$ cat config.mk
export PLATFORM = sky130hd
export DESIGN_NAME = systolic_seq_ctrl
export DESIGN_NICKNAME = d
export VERILOG_FILES = /design/src/rtl/systolic_seq_ctrl.sv
export SDC_FILE = /design/constraint.sdc
export NUM_CORES = 1
export LEC_CHECK = 0
export CORE_MARGIN = 2
export CORE_UTILIZATION = 54
export DETAILED_ROUTE_END_ITERATION = 10
export DONT_BUFFER_PORTS = 1
export GPL_TIMING_DRIVEN = 1
export PLACE_DENSITY = 0.68
export SYNTH_ARGS = -nofsm -noshare
export SYNTH_HDL_FRONTEND = slang
export SYNTH_SLANG_ARGS = --single-unit
$ cat constraint.sdc
create_clock -name i_clk -period 3.2 [get_ports i_clk]
set_input_delay 0.48 -clock i_clk [delete_from_list [all_inputs] [get_ports i_clk]]
set_output_delay 0.48 -clock i_clk [all_outputs]
set_load 0.03 [all_outputs]
$ cat src/rtl/systolic_seq_ctrl.sv
// Sequencer for a ROWS x COLS systolic multiply array: clear, skewed operand feed, accumulate strobes.
// Optional stall cycle counter enabled by defining SYSTOLIC_STALL_CNT_EN.
module systolic_seq_ctrl #(
    parameter int ROWS    = 2,
    parameter int COLS    = 2,
    parameter int K_MAX   = 16,
    parameter int HOP_LAT = 2,
    parameter int PE_LAT  = 4,
    parameter int KW      = $clog2(K_MAX + 1)
) (
    input  logic                   i_clk,
    input  logic                   i_rst,
    input  logic                   i_start,
    input  logic [KW-1:0]          i_k_len,
    input  logic                   i_abort,
    input  logic                   i_out_ready,
    output logic                   o_busy,
    output logic                   o_done,
    output logic                   o_err,
    output logic                   o_arr_clr,
    output logic                   o_arr_en,
    output logic [ROWS*KW-1:0]     o_a_idx,
    output logic [ROWS-1:0]        o_a_vld,
    output logic [COLS*KW-1:0]     o_b_idx,
    output logic [COLS-1:0]        o_b_vld,
    output logic [ROWS*COLS-1:0]   o_pe_acc_en,
    output logic [15:0]            o_stall_cnt
);
    localparam int SKEW  = (ROWS + COLS - 2) * HOP_LAT;
    localparam int T_MAX = K_MAX - 1 + PE_LAT + SKEW;
    localparam int TW    = $clog2(T_MAX + 1);

    typedef enum logic [1:0] {S_IDLE, S_CLEAR, S_RUN, S_DONE} state_t;

    state_t                 r_state, w_state;
    logic [TW-1:0]          r_t, w_t;
    logic [KW-1:0]          r_k, w_k;
    logic                   r_busy, w_busy, r_done, w_done, r_err, w_err;
    logic                   r_arr_clr, w_arr_clr, r_arr_en, w_arr_en;
    logic [ROWS*KW-1:0]     r_a_idx, w_a_idx;
    logic [ROWS-1:0]        r_a_vld, w_a_vld;
    logic [COLS*KW-1:0]     r_b_idx, w_b_idx;
    logic [COLS-1:0]        r_b_vld, w_b_vld;
    logic [ROWS*COLS-1:0]   r_acc, w_acc;
    logic                   w_feed;
    logic [31:0]            w_step, w_k32, w_t_end;

    always_comb begin
        w_state   = r_state;
        w_t       = r_t;
        w_k       = r_k;
        w_done    = 1'b0;
        w_err     = 1'b0;
        w_arr_clr = 1'b0;
        w_arr_en  = 1'b0;
        w_a_idx   = '0;
        w_a_vld   = '0;
        w_b_idx   = '0;
        w_b_vld   = '0;
        w_acc     = '0;
        w_feed    = 1'b0;
        w_step    = '0;
        w_k32     = 32'(r_k);
        w_t_end   = w_k32 + 32'(PE_LAT + SKEW - 1);

        case (r_state)
            S_IDLE: begin
                if (i_start) begin
                    if (i_k_len != '0 && 32'(i_k_len) <= 32'(K_MAX)) begin
                        w_state   = S_CLEAR;
                        w_k       = i_k_len;
                        w_arr_clr = 1'b1;
                    end else begin
                        w_err = 1'b1;
                    end
                end
            end
            S_CLEAR: begin
                if (i_abort) begin
                    w_state   = S_IDLE;
                    w_arr_clr = 1'b1;
                end else begin
                    w_state = S_RUN;
                    w_t     = '0;
                    w_feed  = 1'b1;
                end
            end
            S_RUN: begin
                if (i_abort) begin
                    w_state   = S_IDLE;
                    w_arr_clr = 1'b1;
                end else if (r_arr_en && 32'(r_t) == w_t_end) begin
                    w_state = S_DONE;
                    w_done  = 1'b1;
                end else begin
                    w_t    = r_t + TW'(r_arr_en);
                    w_feed = 1'b1;
                end
            end
            default: begin
                w_state   = S_IDLE;
                w_arr_clr = i_abort;
            end
        endcase

        // Outputs for the next RUN cycle; a held step reproduces the same feed values.
        if (w_feed) begin
            w_arr_en = i_out_ready;
            w_step   = 32'(w_t);
            for (int r = 0; r < ROWS; r++) begin
                if (w_step >= 32'(r * HOP_LAT) && w_step < 32'(r * HOP_LAT) + w_k32) begin
                    w_a_vld[r]           = 1'b1;
                    w_a_idx[r*KW +: KW]  = KW'(w_step - 32'(r * HOP_LAT));
                end
            end
            for (int c = 0; c < COLS; c++) begin
                if (w_step >= 32'(c * HOP_LAT) && w_step < 32'(c * HOP_LAT) + w_k32) begin
                    w_b_vld[c]           = 1'b1;
                    w_b_idx[c*KW +: KW]  = KW'(w_step - 32'(c * HOP_LAT));
                end
            end
            for (int r = 0; r < ROWS; r++) begin
                for (int c = 0; c < COLS; c++) begin
                    if (w_step >= 32'(PE_LAT + (r + c) * HOP_LAT) &&
                        w_step <  32'(PE_LAT + (r + c) * HOP_LAT) + w_k32)
                        w_acc[r*COLS + c] = i_out_ready;
                end
            end
        end

        w_busy = (w_state != S_IDLE);
    end

    always_ff @(posedge i_clk or posedge i_rst) begin
        if (i_rst) begin
            r_state   <= S_IDLE;
            r_t       <= '0;
            r_k       <= '0;
            r_busy    <= 1'b0;
            r_done    <= 1'b0;
            r_err     <= 1'b0;
            r_arr_clr <= 1'b0;
            r_arr_en  <= 1'b0;
            r_a_idx   <= '0;
            r_a_vld   <= '0;
            r_b_idx   <= '0;
            r_b_vld   <= '0;
            r_acc     <= '0;
        end else begin
            r_state   <= w_state;
            r_t       <= w_t;
            r_k       <= w_k;
            r_busy    <= w_busy;
            r_done    <= w_done;
            r_err     <= w_err;
            r_arr_clr <= w_arr_clr;
            r_arr_en  <= w_arr_en;
            r_a_idx   <= w_a_idx;
            r_a_vld   <= w_a_vld;
            r_b_idx   <= w_b_idx;
            r_b_vld   <= w_b_vld;
            r_acc     <= w_acc;
        end
    end

`ifdef SYSTOLIC_STALL_CNT_EN
    logic [15:0] r_stall_cnt;

    always_ff @(posedge i_clk or posedge i_rst) begin
        if (i_rst)
            r_stall_cnt <= '0;
        else if (r_state == S_IDLE && w_state == S_CLEAR)
            r_stall_cnt <= '0;
        else if (r_state == S_RUN && !i_out_ready && r_stall_cnt != 16'hFFFF)
            r_stall_cnt <= r_stall_cnt + 16'd1;
    end

    assign o_stall_cnt = r_stall_cnt;
`else
    assign o_stall_cnt = '0;
`endif

    assign o_busy      = r_busy;
    assign o_done      = r_done;
    assign o_err       = r_err;
    assign o_arr_clr   = r_arr_clr;
    assign o_arr_en    = r_arr_en;
    assign o_a_idx     = r_a_idx;
    assign o_a_vld     = r_a_vld;
    assign o_b_idx     = r_b_idx;
    assign o_b_vld     = r_b_vld;
    assign o_pe_acc_en = r_acc;
endmodule

Yosys cells after proc, flatten, opt, wreduce, memory -nomap -nowiden
Cells that the tools add are included.

Register bits: 33. Input bits: 10. Output and inout bits: 49. Word-level logic and storage cells: 77.

Add/subtract/negate cells: 7. Order comparisons: 10. Equality and inequality tests: 3. Mux-type cells: 35. Reductions and logical operators: 11.

Operator list (number): two-way mux 5 bit (5); less-than comparator 5 x 6 -> 1 bit (4); two-way mux 1 bit (18); adder 3 x 5 -> 6 bit (first input constant) (2); two-way mux 2 bit (6); greater-or-equal comparator 5 x 3 -> 1 bit (second input constant) (2); two-way mux 10 bit (1); case mux 5 bit (2 select lines) (1); adder 2 x 5 -> 6 bit (first input constant) (1); adder 4 x 5 -> 6 bit (first input constant) (1); adder 5 x 3 -> 6 bit (second input constant) (1); == test 5 x 6 -> 1 bit (1); logical AND 1 bit (6); case mux 2 bit (3 select lines) (1); adder 5 x 1 -> 5 bit (1); greater-or-equal comparator 5 x 2 -> 1 bit (second input constant) (1); greater-or-equal comparator 5 x 4 -> 1 bit (second input constant) (1); <= comparator 5 bit (second input constant) (1); less-than comparator 5 bit (1); nonzero test 5 bit (1); subtractor 5 x 2 -> 5 bit (second input constant) (1); two-way mux 4 bit (1); case mux 1 bit (2 select lines) (2); AND reduction 3 bit (1); 5 further kinds (5).

Depth between registers and ports, before layout
Depth in word-level cells: 10. Mapped depth: 17. Depth with buffers taken out: 16.

Worst setup path after synthesis
No wires, ideal clock.

Path kind: register to register. Start: reg r_k[2]. End: reg r_b_idx[9], in the netlist o_b_idx[9]. Library setup time: 104 ps. Arrival: 3369 ps. Required time: 3096 ps. Slack: -273 ps. Stages on the path, launching flop included: 15. Buffers on the path: 1. Period minus slack after synthesis: 3473 ps. Cells stage by stage: dfrtp_1 > inv_1 > ha_1 > nor2b_1 > o21a_1 > or3_1 > buf_2 > nor2_1 > or4_1 > nand3_1 > ha_1 > o31a_1 > o221a_2 > a311o_1 > a221oi_1.

Word-level cells in the longest chain between the ends: 10. Elaborated cells on any way between the ends: 16. Classes of those cells: add/sub (3); order compare (2); eq/ne (1); mux (8); reduce/logical (2).

RTL lines: start, declared (RTL line 37) `logic [KW-1:0] r_k, w_k;`; start signal, assigned (RTL line 152) `r_k <= w_k;`; adder 5 x 3 -> 6 bit (*) (RTL line 64) `w_t_end = w_k32 + 32'(PE_LAT + SKEW - 1);`; == test 5 x 6 -> 1 bit (*) (RTL line 92) `end else if (r_arr_en && 32'(r_t) == w_t_end) begin`; logical AND 1 bit (*) (RTL line 92); two-way mux 5 bit (*) (RTL line 92); two-way mux 5 bit (*) (RTL line 89) `if (i_abort) begin`; case mux 5 bit (2 select lines) (*) (RTL line 66) `case (r_state)`; via w_t[2] (RTL line 36) `logic [TW-1:0] r_t, w_t;`; less-than comparator 5 x 6 -> 1 bit or greater-or-equal comparator 5 x 2 -> 1 bit (tied branches); logical AND 1 bit; two-way mux 5 bit (*); two-way mux 10 bit (*); via w_a_idx[9] (RTL line 40) `logic [ROWS*KW-1:0] r_a_idx, w_a_idx;`; end signal, assigned (RTL line 160) `r_b_idx <= w_b_idx;`; end, declared (RTL line 42) `logic [COLS*KW-1:0] r_b_idx, w_b_idx;`.

The timed path passes the listed nets; every way through them passes the cells marked *. A chain may end at the register's enable or synchronous reset.

Worst setup path after layout
Start: reg r_k[2]. End: reg r_b_idx[4], in the netlist o_b_idx[4].

Word-level cells in the longest chain between the ends: 9. Elaborated cells on any way between the ends: 12. Classes of those cells: add/sub (1); order compare (1); eq/ne (1); mux (8); reduce/logical (1).

RTL lines (RTL line): adder 5 x 3 -> 6 bit (64); == test 5 x 6 -> 1 bit (92); logical AND 1 bit (92); two-way mux 5 bit (92); two-way mux 5 bit (89); case mux 5 bit (2 select lines) (66); via w_t[2] (36); less-than comparator 5 bit; two-way mux 5 bit; two-way mux 10 bit; via w_a_idx[4] (40).

The timed path passes the listed nets, and every way through them passes these cells.

==> out/summary.txt <==
Final Hold Fails = 0
Worst-margin pin slew = 0.531 ns
Post-layout util = 0.654
DRT iter0 DRCs = 215
Seq cells post-synth = 32
Slew margin rel. = 0.646
Initial antenna violation count = 0
Vias per cell = 5.83
Setup violations, final = 0
Most common cell in the synthesized netlist = dfrtp_1
Clock tree buffer depth = 2
Fmax = 313 MHz
Vias in the first global route = 1917
Fin nets = 352
Ant diodes = 0
Post-Layout Cell Count = 367
Routed vias = 2141
First-pass GRT wire length = 9.55 mm
Startpoint types = flip-flop
Worst setup margin = 0.000184 ns
Initial Util = 0.551
Core Area = 0.00463 mm2
Die W = 72.7 um
Clock transition at path regs = 0.07 ns
Largest stage delay, worst path = 0.41 ns
Lkg Pwr = 1.44 nW
Total CTS buffers = 5
Post-synth EDFFs = 0
Final period util = 1.00
Port bufs = 0
WS Path Type = reg -> reg
Max VDD drop = 0.486 mV
CTS Sinks = 32
Pins Over Slew Limit = 0
DIE AREA = 0.00529 mm2
CP Max Fanout = 6
Placed cells = 352
GRT Overall Usage = 0.239
Type of the tightest min-delay check = in -> async
Post-route ant nets = 0
Most frequent cells after synthesis = dfrtp_1 (32), ha_1 (30), buf_4 (29)
Power density over cell area = 764 mW/mm2
Outcome = finished clean
Clk_skew = 0.00611 ns
CP Data Required Time = 3.43 ns
Synth top area cells = dfrtp_1 (31%), ha_1 (15%), buf_4 (8.5%)
CTS tree = built
Share of layout cells above drive strength 1 = 0.291
Max Cap Violations = 0
Fin crit period = 3.20 ns
Gpl congestion = 0.911
Primary FF master, synth = dfrtp_1
Hold_buf cts = 0
DR WL/cell = 17.1 um
Fillcell total = 374
Largest net degree at the start of global routing = 33
Sequential-to-total area share from yosys stat = 0.314
DR DRC count = 0
Worst skew pair latency = 0.29 ns
Yosys Warn Count = 0
Critical path's slowest cell = dfrtp_1
Syn Std Cell Area = 0.00255 mm2
Row count = 25
CP Cell Sequence = buf_4, ha_1, o21a_1, or3_4, nor2_4, or4_4, nand3_4, ha_2, or3_1, o31a_1, a21oi_2, o21ai_2, inv_2, and2_4
CP arrival = 3.43 ns
Worst Setup SP = r_k[2]$_DFFE_PP0P_
RSZ-0062 raised after global routing = true
CTS H-tree depth = 2
Die Height = 72.7 um
FF-to-FF Start = r_k[2]$_DFFE_PP0P_
Netlist cell types = 49
Cell accounting for the most synthesized area = dfrtp_1
I/O Pins = 59
1st-pass router iterations = 4
Clk root buf = clkbuf_8
Syn Area/Cell = 8.86 um2
Post-synth top area share = 0.314
Final HPWL from detailed placement = 4.44 mm
Synth-to-layout area growth = 18.7%
Final wirelength = 6.27 mm
Grt ovf = 0
Worst Setup End Kind = flip-flop
Post-Synthesis Cells = 288
Async set-reset flop share out of synthesis = 1.00
Dpl ws = -0.0721 ns
[registers in the layout, summed over array words and instances (netlist names)]
name	flops
o_arr_clr	1
o_arr_en	1
o_b_idx	10
o_b_vld	2
o_busy	1
o_done	1
o_err	1
o_pe_acc_en	3
r_k	5
r_state	2
r_t	5
[worst max-delay path, delay by kind of cell, from the launching register on]
kind | cells | cell delay [ns]
adders and majority gates | 2 | 0.45
DFF | 1 | 0.41
and+or+nand+nor | 6 | 1.26
buffers and inverters | 2 | 0.23
AOI/OAI and AO/OA | 4 | 0.79
[placed cells by master, fill, tap and decap left out, drive strengths merged, types with 2 or more instances in the layout]
cell	instances
inv	22
a21o	3
clkinv	3
nor2b	2
nand2b	4
nor4	2
o21ai	13
a2111oi	2
a21oi	9
a211oi	7
dfrtp	32
or3	4
a221oi	3
nand2	28
nand3	3
nor3	12
xnor2	10
ha	30
o31ai	5
and3	4
buf	38
or4	6
o21bai	3
or2	2
o211ai	6
o31a	2
and2	4
conb	16
o21a	2
clkbuf	5
nor2	15
a21boi	2
xor2	2
[through the flow]
stage	total power, W	instance area [um2]	TNS, ns	hold WS, ns
final	0.00231	3030	0	0.141
after global routing	0.00247	3030	-0.928	0.193
after CTS	0.00207	2810	0	0.165
after detailed placement	0.00172	2700	-0.127	0.481
after global placement	0.00170	2700	0	0.479
after floorplan	0.00140	2650	-0.199	0.586
[cells by family (layout without fill, tap and decap cells)]
logic type                 Yosys count  after routing  share of synthesized area
AOI/OAI and AO/OA                   67             67                      0.197
xor gates and xnor gates            12             12                     0.0412
adders and majority gates           30             30                      0.147
buffers and inverters               58             68                      0.129
DFF                                 32             32                      0.314
other                                1             16                    0.00147
and+or+nand+nor                     88             88                      0.170
[timing repair]
item / in CTS / in global routing
resized for setup: 4 / 35
setup endpoints to repair: 5 / 14
setup buffers: 0 / 7
gates cloned: 0 / 0
pin swaps: 3 / 21
[power breakdown]
part	internal, W	switching [W]	total (W)	leakage [nW]
Combinational	0.000637	0.000816	0.00145	0.959
Clock	0.000151	0.000164	0.000315	0.0479
Sequential	0.000462	0.0000834	0.000546	0.434
Total	0.00125	0.00106	0.00231	1.44
[layout make-up]
type | instances | area (um2) | share of cell area
Clock buffer | 5 | 68.8 | 0.0227
Clock inverter | 3 | 18.8 | 0.00620
Inverter | 22 | 85.1 | 0.0281
Multi-Input combinational cell | 213 | 1690 | 0.560
Sequential cell | 32 | 801 | 0.264
Tap cell | 54 | 67.6 | 0.0223
Timing Repair Buffer | 38 | 293 | 0.0967
[metal layers]
| metal | routed length, um | global-route usage | part of all wire |
|---|---|---|---|
| met5 | 0 | 0 | 0 |
| met4 | 80 | 0.0782 | 0.013 |
| met3 | 337 | 0.0497 | 0.054 |
| met2 | 3130 | 0.382 | 0.50 |
| met1 | 2730 | 0.323 | 0.43 |
[path summary, 6_finish.rpt]
path	end	slack [ns]	cells after the start
hold / removal	r_k[4]$_DFFE_PP0P_	0.14	2
setup / recovery	o_b_idx[4]$_DFF_PP0_	0.0002	14
hold reg to reg	r_state[1]$_DFF_PP0_	0.66	2
min in group i_clk	o_err$_DFF_PP0_	0.29	2
setup reg to reg	o_b_idx[4]$_DFF_PP0_	0.0002	14
max in group asynchronous	r_t[3]$_DFF_PP0_	2.74	2
Note: power is estimated with default switching activity, not from simulation.
